### src/rtl/alu_pkg.sv
// Shared definitions for the ALU sequencer: default word width, ALU opcodes
// and the sequencer FSM state type.
package alu_pkg;

    localparam int unsigned WORD_SIZE_DEFAULT = 32;

    localparam logic [4:0] OP_ADD = 5'd0;
    localparam logic [4:0] OP_SUB = 5'd1;
    localparam logic [4:0] OP_DIV = 5'd2;
    localparam logic [4:0] OP_AND = 5'd3;
    localparam logic [4:0] OP_OR  = 5'd4;
    localparam logic [4:0] OP_XOR = 5'd5;

    typedef enum logic [1:0] {
        ST_IDLE,
        ST_REQ,
        ST_CAPTURE,
        ST_DONE
    } state_e;

endpackage

### src/rtl/alu_timeout_ctr.sv
// Counts consecutive cycles spent waiting on the ALU; expired flags the
// TIMEOUT-th waiting cycle.
module alu_timeout_ctr #(
    parameter int unsigned TIMEOUT = 64
) (
    input  logic clock,
    input  logic rst,
    input  logic clear,
    input  logic enable,
    output logic expired
);

    localparam int unsigned CW = (TIMEOUT < 2) ? 1 : $clog2(TIMEOUT + 1);

    logic [CW-1:0] cnt_q;
    logic [CW-1:0] cnt_d;

    // cnt_q holds the number of earlier enabled cycles, so the current
    // cycle is the TIMEOUT-th one when cnt_q reaches TIMEOUT-1.
    assign expired = enable && (cnt_q == CW'(TIMEOUT - 1));

    always_comb begin
        cnt_d = cnt_q;
        if (clear) begin
            cnt_d = '0;
        end else if (enable && !expired) begin
            cnt_d = cnt_q + CW'(1);
        end
    end

    always_ff @(posedge clock or posedge rst) begin
        if (rst) begin
            cnt_q <= '0;
        end else begin
            cnt_q <= cnt_d;
        end
    end

endmodule

### src/rtl/alu_sequencer.sv
// Sequences one ALU operation: latches operands, handshakes with an external
// ALU (with timeout), captures the result and flags into the Z register.
module alu_sequencer
    import alu_pkg::*;
#(
    parameter int unsigned WORD_SIZE = WORD_SIZE_DEFAULT,
    parameter int unsigned TIMEOUT   = 64
) (
    input  logic                 clock,
    input  logic                 clear,
    input  logic [WORD_SIZE-1:0] bus_in,
    input  logic                 a_load,
    input  logic                 start,
    input  logic [4:0]           op_sel,
    output logic                 busy,
    output logic                 done,
    output logic [WORD_SIZE-1:0] z_lo,
    output logic [WORD_SIZE-1:0] z_hi,
    output logic                 carry,
    output logic                 zero,
    output logic                 err,
    output logic                 alu_req,
    output logic [4:0]           alu_sel,
    output logic [WORD_SIZE-1:0] alu_a,
    output logic [WORD_SIZE-1:0] alu_b,
    input  logic                 alu_ack,
    input  logic [WORD_SIZE-1:0] alu_res_lo,
    input  logic [WORD_SIZE-1:0] alu_res_hi,
    input  logic                 alu_carry
);

    state_e               state_q, state_d;
    logic [WORD_SIZE-1:0] y_q, y_d;
    logic [WORD_SIZE-1:0] b_q, b_d;
    logic [4:0]           sel_q, sel_d;
    logic [WORD_SIZE-1:0] z_lo_q, z_lo_d;
    logic [WORD_SIZE-1:0] z_hi_q, z_hi_d;
    logic                 carry_q, carry_d;
    logic                 zero_q, zero_d;
    logic                 err_q, err_d;
    logic                 dz_q, dz_d;
    logic                 expired;

    alu_timeout_ctr #(
        .TIMEOUT(TIMEOUT)
    ) u_timeout_ctr (
        .clock  (clock),
        .rst    (clear),
        .clear  (state_q != ST_REQ),
        .enable (state_q == ST_REQ),
        .expired(expired)
    );

    always_comb begin
        state_d = state_q;
        y_d     = y_q;
        b_d     = b_q;
        sel_d   = sel_q;
        z_lo_d  = z_lo_q;
        z_hi_d  = z_hi_q;
        carry_d = carry_q;
        zero_d  = zero_q;
        err_d   = err_q;
        dz_d    = dz_q;
        case (state_q)
            ST_IDLE: begin
                if (a_load) begin
                    y_d = bus_in;
                end
                if (start) begin
                    b_d   = bus_in;
                    sel_d = op_sel;
                    // Divide by zero never reaches the ALU; CAPTURE still
                    // runs so zero/err settle through the normal path.
                    if (op_sel == OP_DIV && bus_in == '0) begin
                        z_lo_d  = '0;
                        z_hi_d  = '0;
                        carry_d = 1'b0;
                        dz_d    = 1'b1;
                        state_d = ST_CAPTURE;
                    end else begin
                        dz_d    = 1'b0;
                        state_d = ST_REQ;
                    end
                end
            end
            ST_REQ: begin
                if (alu_ack) begin
                    z_lo_d  = alu_res_lo;
                    z_hi_d  = alu_res_hi;
                    carry_d = alu_carry;
                    state_d = ST_CAPTURE;
                end else if (expired) begin
                    err_d   = 1'b1;
                    state_d = ST_DONE;
                end
            end
            ST_CAPTURE: begin
                zero_d  = (z_lo_q == '0) && (z_hi_q == '0);
                err_d   = dz_q;
                state_d = ST_DONE;
            end
            ST_DONE: begin
                state_d = ST_IDLE;
            end
            default: begin
                state_d = ST_IDLE;
            end
        endcase
    end

    always_ff @(posedge clock or posedge clear) begin
        if (clear) begin
            state_q <= ST_IDLE;
            y_q     <= '0;
            b_q     <= '0;
            sel_q   <= '0;
            z_lo_q  <= '0;
            z_hi_q  <= '0;
            carry_q <= 1'b0;
            zero_q  <= 1'b1;
            err_q   <= 1'b0;
            dz_q    <= 1'b0;
        end else begin
            state_q <= state_d;
            y_q     <= y_d;
            b_q     <= b_d;
            sel_q   <= sel_d;
            z_lo_q  <= z_lo_d;
            z_hi_q  <= z_hi_d;
            carry_q <= carry_d;
            zero_q  <= zero_d;
            err_q   <= err_d;
            dz_q    <= dz_d;
        end
    end

    assign busy    = (state_q == ST_REQ) || (state_q == ST_CAPTURE);
    assign done    = (state_q == ST_DONE);
    assign alu_req = (state_q == ST_REQ);
    assign alu_sel = sel_q;
    assign alu_a   = y_q;
    assign alu_b   = b_q;
    assign z_lo    = z_lo_q;
    assign z_hi    = z_hi_q;
    assign carry   = carry_q;
    assign zero    = zero_q;
    assign err     = err_q;

endmodule

### config.mk
export PLATFORM = sky130hd
export DESIGN_NAME = alu_sequencer
export DESIGN_NICKNAME = d
export VERILOG_FILES = /design/src/rtl/alu_pkg.sv /design/src/rtl/alu_timeout_ctr.sv /design/src/rtl/alu_sequencer.sv
export SDC_FILE = /design/constraint.sdc
export NUM_CORES = 1
export LEC_CHECK = 0
export CAP_MARGIN = 20
export CORE_MARGIN = 2
export CORE_UTILIZATION = 44
export CTS_BUF_LIST = sky130_fd_sc_hd__clkbuf_4 sky130_fd_sc_hd__clkbuf_8
export DETAILED_ROUTE_END_ITERATION = 16
export HOLD_SLACK_MARGIN = 0.08
export PLACE_DENSITY_LB_ADDON = 0.12
export SYNTH_ARGS = -nofsm -noshare
export SYNTH_HDL_FRONTEND = slang
export SYNTH_SLANG_ARGS = --single-unit
### constraint.sdc
create_clock -name clock -period 5.2 [get_ports clock]
set_clock_uncertainty 0.1 [all_clocks]
set_input_delay 0.78 -clock clock [delete_from_list [all_inputs] [get_ports clock]]
set_output_delay 0.78 -clock clock [all_outputs]
set_load 0.1 [all_outputs]
==> summary.txt <==
Die
  • Std cell rows: 41
  • Die area: between 10,000 and 15,000 sq um
  • Boundary Pins: between 200 and 250
  • Starting density of the core: 0.454
  • Core area: approximately 13,000 sq um
  • Overall die height: ~120 um
  • Die Span X: around 120 um

Synth
  • Part of the Yosys area used for sequential elements: 0.636
  • Fraction of registers with async set or reset after synthesis: 1.00
  • Share of Yosys cell area claimed by the top area cell type: 0.631
  • Count of flip-flops with a built-in enable after synthesis: 0
  • Synthesis-stage register bit count: about 150
  • Synthesized instance count: a little under 400
  • Synth Flop Type: sky130_fd_sc_hd__dfrtp_1
  • Cell type with the largest total area after synthesis: sky130_fd_sc_hd__dfrtp_1
  • Most common library cells after synthesis: 145 x sky130_fd_sc_hd__dfrtp_1, 70 x sky130_fd_sc_hd__mux2_2, 65 x sky130_fd_sc_hd__a22o_1
  • Number of warnings printed during yosys synthesis: 0
  • Cells taking the most area after synthesis: sky130_fd_sc_hd__dfrtp_1 63%, sky130_fd_sc_hd__mux2_2 14%, sky130_fd_sc_hd__a22o_1 9.9%
  • Average cell area after synthesis: between 10 and 15 sq um
  • Cell with the most instances after synthesis: sky130_fd_sc_hd__dfrtp_1
  • Cell Area, Synth: 5750 sq um
  • Number of distinct library cells after synthesis: 34
  • Post-Syn Nets: ~510

Place
  • Post-detailed-placement half-perimeter wirelength: 11,200 um
  • Last weighted congestion value of the routability-driven placer: 0.831
  • Placed cell areas: around 8300 sq um
  • IO Port Bufs: around 250

Clock tree
  • TritonCTS Sinks: 146
  • # resized after CTS: 0
  • Number of levels the H-tree was split into: 4
  • Clock tree from TritonCTS: built
  • Post-CTS Setup Bufs: 0
  • Clock-pin slew on the worst setup and hold paths: roughly 0.070 ns
  • Latest clock arrival within the worst-skew pair: about 0.43 ns
  • Clock tree buffer depth: 2
  • Number of clock buffers inserted by TritonCTS: 17
  • Count of hold buffers inserted by post-cts repair: 0
  • CTS Root Cell: sky130_fd_sc_hd__clkbuf_8

Detailed routing
  • Final antenna-violating net count: 0
  • Routed length per placed instance: ~19 um
  • Detail Route met2 WL: 7610 um
  • Number of design-rule violations left by the first detailed-router iteration: approximately 300
  • Uppermost metal layer occupied by signal nets: met4
  • Met3 Wirelength: around 1500 um
  • DR pass1 iterations: 4
  • Drc violations: 0
  • Post-route met1 wirelength: about 6200 um
  • Avg Vias per Cell: approximately 5.3
  • DRT Wirelength: 15,600 um
  • Total vias in the final route: 4,377

Timing
  • Tightest Pin Transition: 1.04 ns
  • Final-report max-slew violation count: 0
  • Final Setup Violations: 0
  • Summed negative setup slack over all endpoints: 0 ns
  • Tcrit/Tclk final: 0.636
  • Final Hold Violating Endpoints: 0
  • Slew HR: 0.304
  • Maximum operating frequency: a little over 0.3 GHz
  • Unrepaired setup endpoints after global routing: false
  • Final critical delay including setup and external delays: 3.31 ns

Setup path
  • Largest fanout on the critical path: 44
  • Worst-path cell with the longest stage delay: sky130_fd_sc_hd__a31o_2
  • Nature of the critical path endpoint: flip-flop
  • Maximum single-stage delay on the critical path: ~0.86 ns
  • Number of buffers and inverters on the critical path: 2
  • Critical path start-end classification: in2reg
  • Sort of element at the start of the critical path: input pin
  • Cell Chain, Critical Path: clkdlybuf4s50_1 > or4_4 > nor4_4 > a31o_2 > buf_4 > a22o_1
  • Crit path arrival time: roughly 3.6 ns
  • Critical path data required time: 5.47 ns
  • Top cell family by delay on the critical path: compound AO/OA/AOI/OAI gates

Job
  • Max-cap viol count: 0

GRT
  • Pin count of the biggest net entering global routing: ~120
  • Residual overflow from global routing: 0
  • All-Layer GR Usage: 0.228
  • Initial antenna violation count: 0
  • Vias in the first global route: ~4,700
  • Global-route wire length before repair: 24,800 um

Finish
  • Number of fill cells: between 900 and 1,000
  • Post-route cell area: roughly 8700 sq um
  • Area growth from synthesis to layout: 51.8%
  • Diode count: 0
  • Layout cells sized above 1: 0.173
  • Total number of nets in the final design: between 700 and 800

Run status
  • Status: finished, final reports clean

Hold path
  • Min-Delay Path Class: reg2reg
[logic make-up (layout without fill, tap and decap cells)]
group	Yosys count	in the layout	share of synthesized area
compound gates	80	80	0.116
xor+xnor	4	4	0.00609
fa+ha+maj	6	6	0.0131
buf+inv	28	287	0.0292
flops	146	146	0.636
mux	70	70	0.137
simple gates	62	62	0.0631
[final cells by class]
class,instances,area [sq um],area share
flip-flops and latches,146,3650,0.419
repair buffers,251,2520,0.288
multi-input cells,222,1940,0.223
clock buffers,23,285,0.0327
well taps,172,215,0.0247
clock inverters,7,85.1,0.00975
inverters,6,27.5,0.00315
[worst min-delay path: cells and delay by family, from the launching register on]
kind / cells / cell delay, ns
AO/OA/AOI/OAI: 1 / 0.07
buffers and inverters: 1 / 0.04
flip-flops: 1 / 0.37
[path summary, 6_finish.rpt]
path	startpoint	end	slack [ns]	cells after the start
setup / recovery	bus_in[1]	z_hi[30]	1.89	6
hold / removal	zero	zero	0.38	2
setup reg to reg	state_q[0]	z_hi[6]	2.32	7
hold reg to reg	zero	zero	0.38	2
max in group asynchronous	clear	alu_a[24]	3.61	3
min in group asynchronous	clear	alu_sel[1]	0.64	2
[layer usage]
metal,vias up,track usage
li1,1994,-
met1,2190,0.272
met2,177,0.369
met3,16,0.0960
met4,0,0.0821
met5,-,0
[state kept, by name, summed over array words and instances (netlist names)]
signal and flops:
alu_a 32, alu_b 32, z_hi 32, z_lo 32
u_timeout_ctr.cnt_q 7, alu_sel 5, state_q 2, carry 1
dz_q 1, err 1, zero 1
[cells in the final DEF (no fill, tap or decap), types with 2 or more instances in the layout]
cell / Yosys / final
sky130_fd_sc_hd__mux2_2: 70 / 70
sky130_fd_sc_hd__nor2_1: 8 / 8
sky130_fd_sc_hd__nor3_1: 5 / 5
sky130_fd_sc_hd__clkinv_2: 0 / 5
sky130_fd_sc_hd__nor4_1: 21 / 21
sky130_fd_sc_hd__nand2_1: 10 / 9
sky130_fd_sc_hd__bufinv_16: 0 / 2
sky130_fd_sc_hd__dfrtp_1: 145 / 145
sky130_fd_sc_hd__clkbuf_8: 0 / 18
sky130_fd_sc_hd__a22o_1: 65 / 65
sky130_fd_sc_hd__ha_1: 6 / 6
sky130_fd_sc_hd__o21ai_0: 4 / 4
sky130_fd_sc_hd__clkdlybuf4s50_1: 0 / 245
sky130_fd_sc_hd__a21oi_1: 2 / 2
sky130_fd_sc_hd__nor4b_1: 2 / 2
sky130_fd_sc_hd__clkbuf_4: 0 / 5
sky130_fd_sc_hd__a31oi_1: 5 / 4
sky130_fd_sc_hd__nand4_1: 7 / 7
sky130_fd_sc_hd__xnor2_1: 3 / 3
sky130_fd_sc_hd__buf_4: 6 / 5
sky130_fd_sc_hd__nor2b_1: 2 / 2
sky130_fd_sc_hd__inv_1: 6 / 5
[metrics by stage]
stage | cells | util | setup slack (ns) | hold slack, ns
6_report | 827 | 0.689 | 1.89 | 0.378
5_1_grt | 827 | 0.689 | 1.76 | 0.418
4_1_cts | 826 | 0.687 | 1.86 | 0.383
3_5_place_dp | 796 | 0.658 | 1.44 | 0.369
3_3_place_gp | 796 | 0.658 | 1.50 | 0.360
2_1_floorplan | 396 | - | 0.399 | 0.350
Power is left out: the tool's default activity adds up to more than one toggle a clock period on the data nets, which glitch-free logic cannot reach.
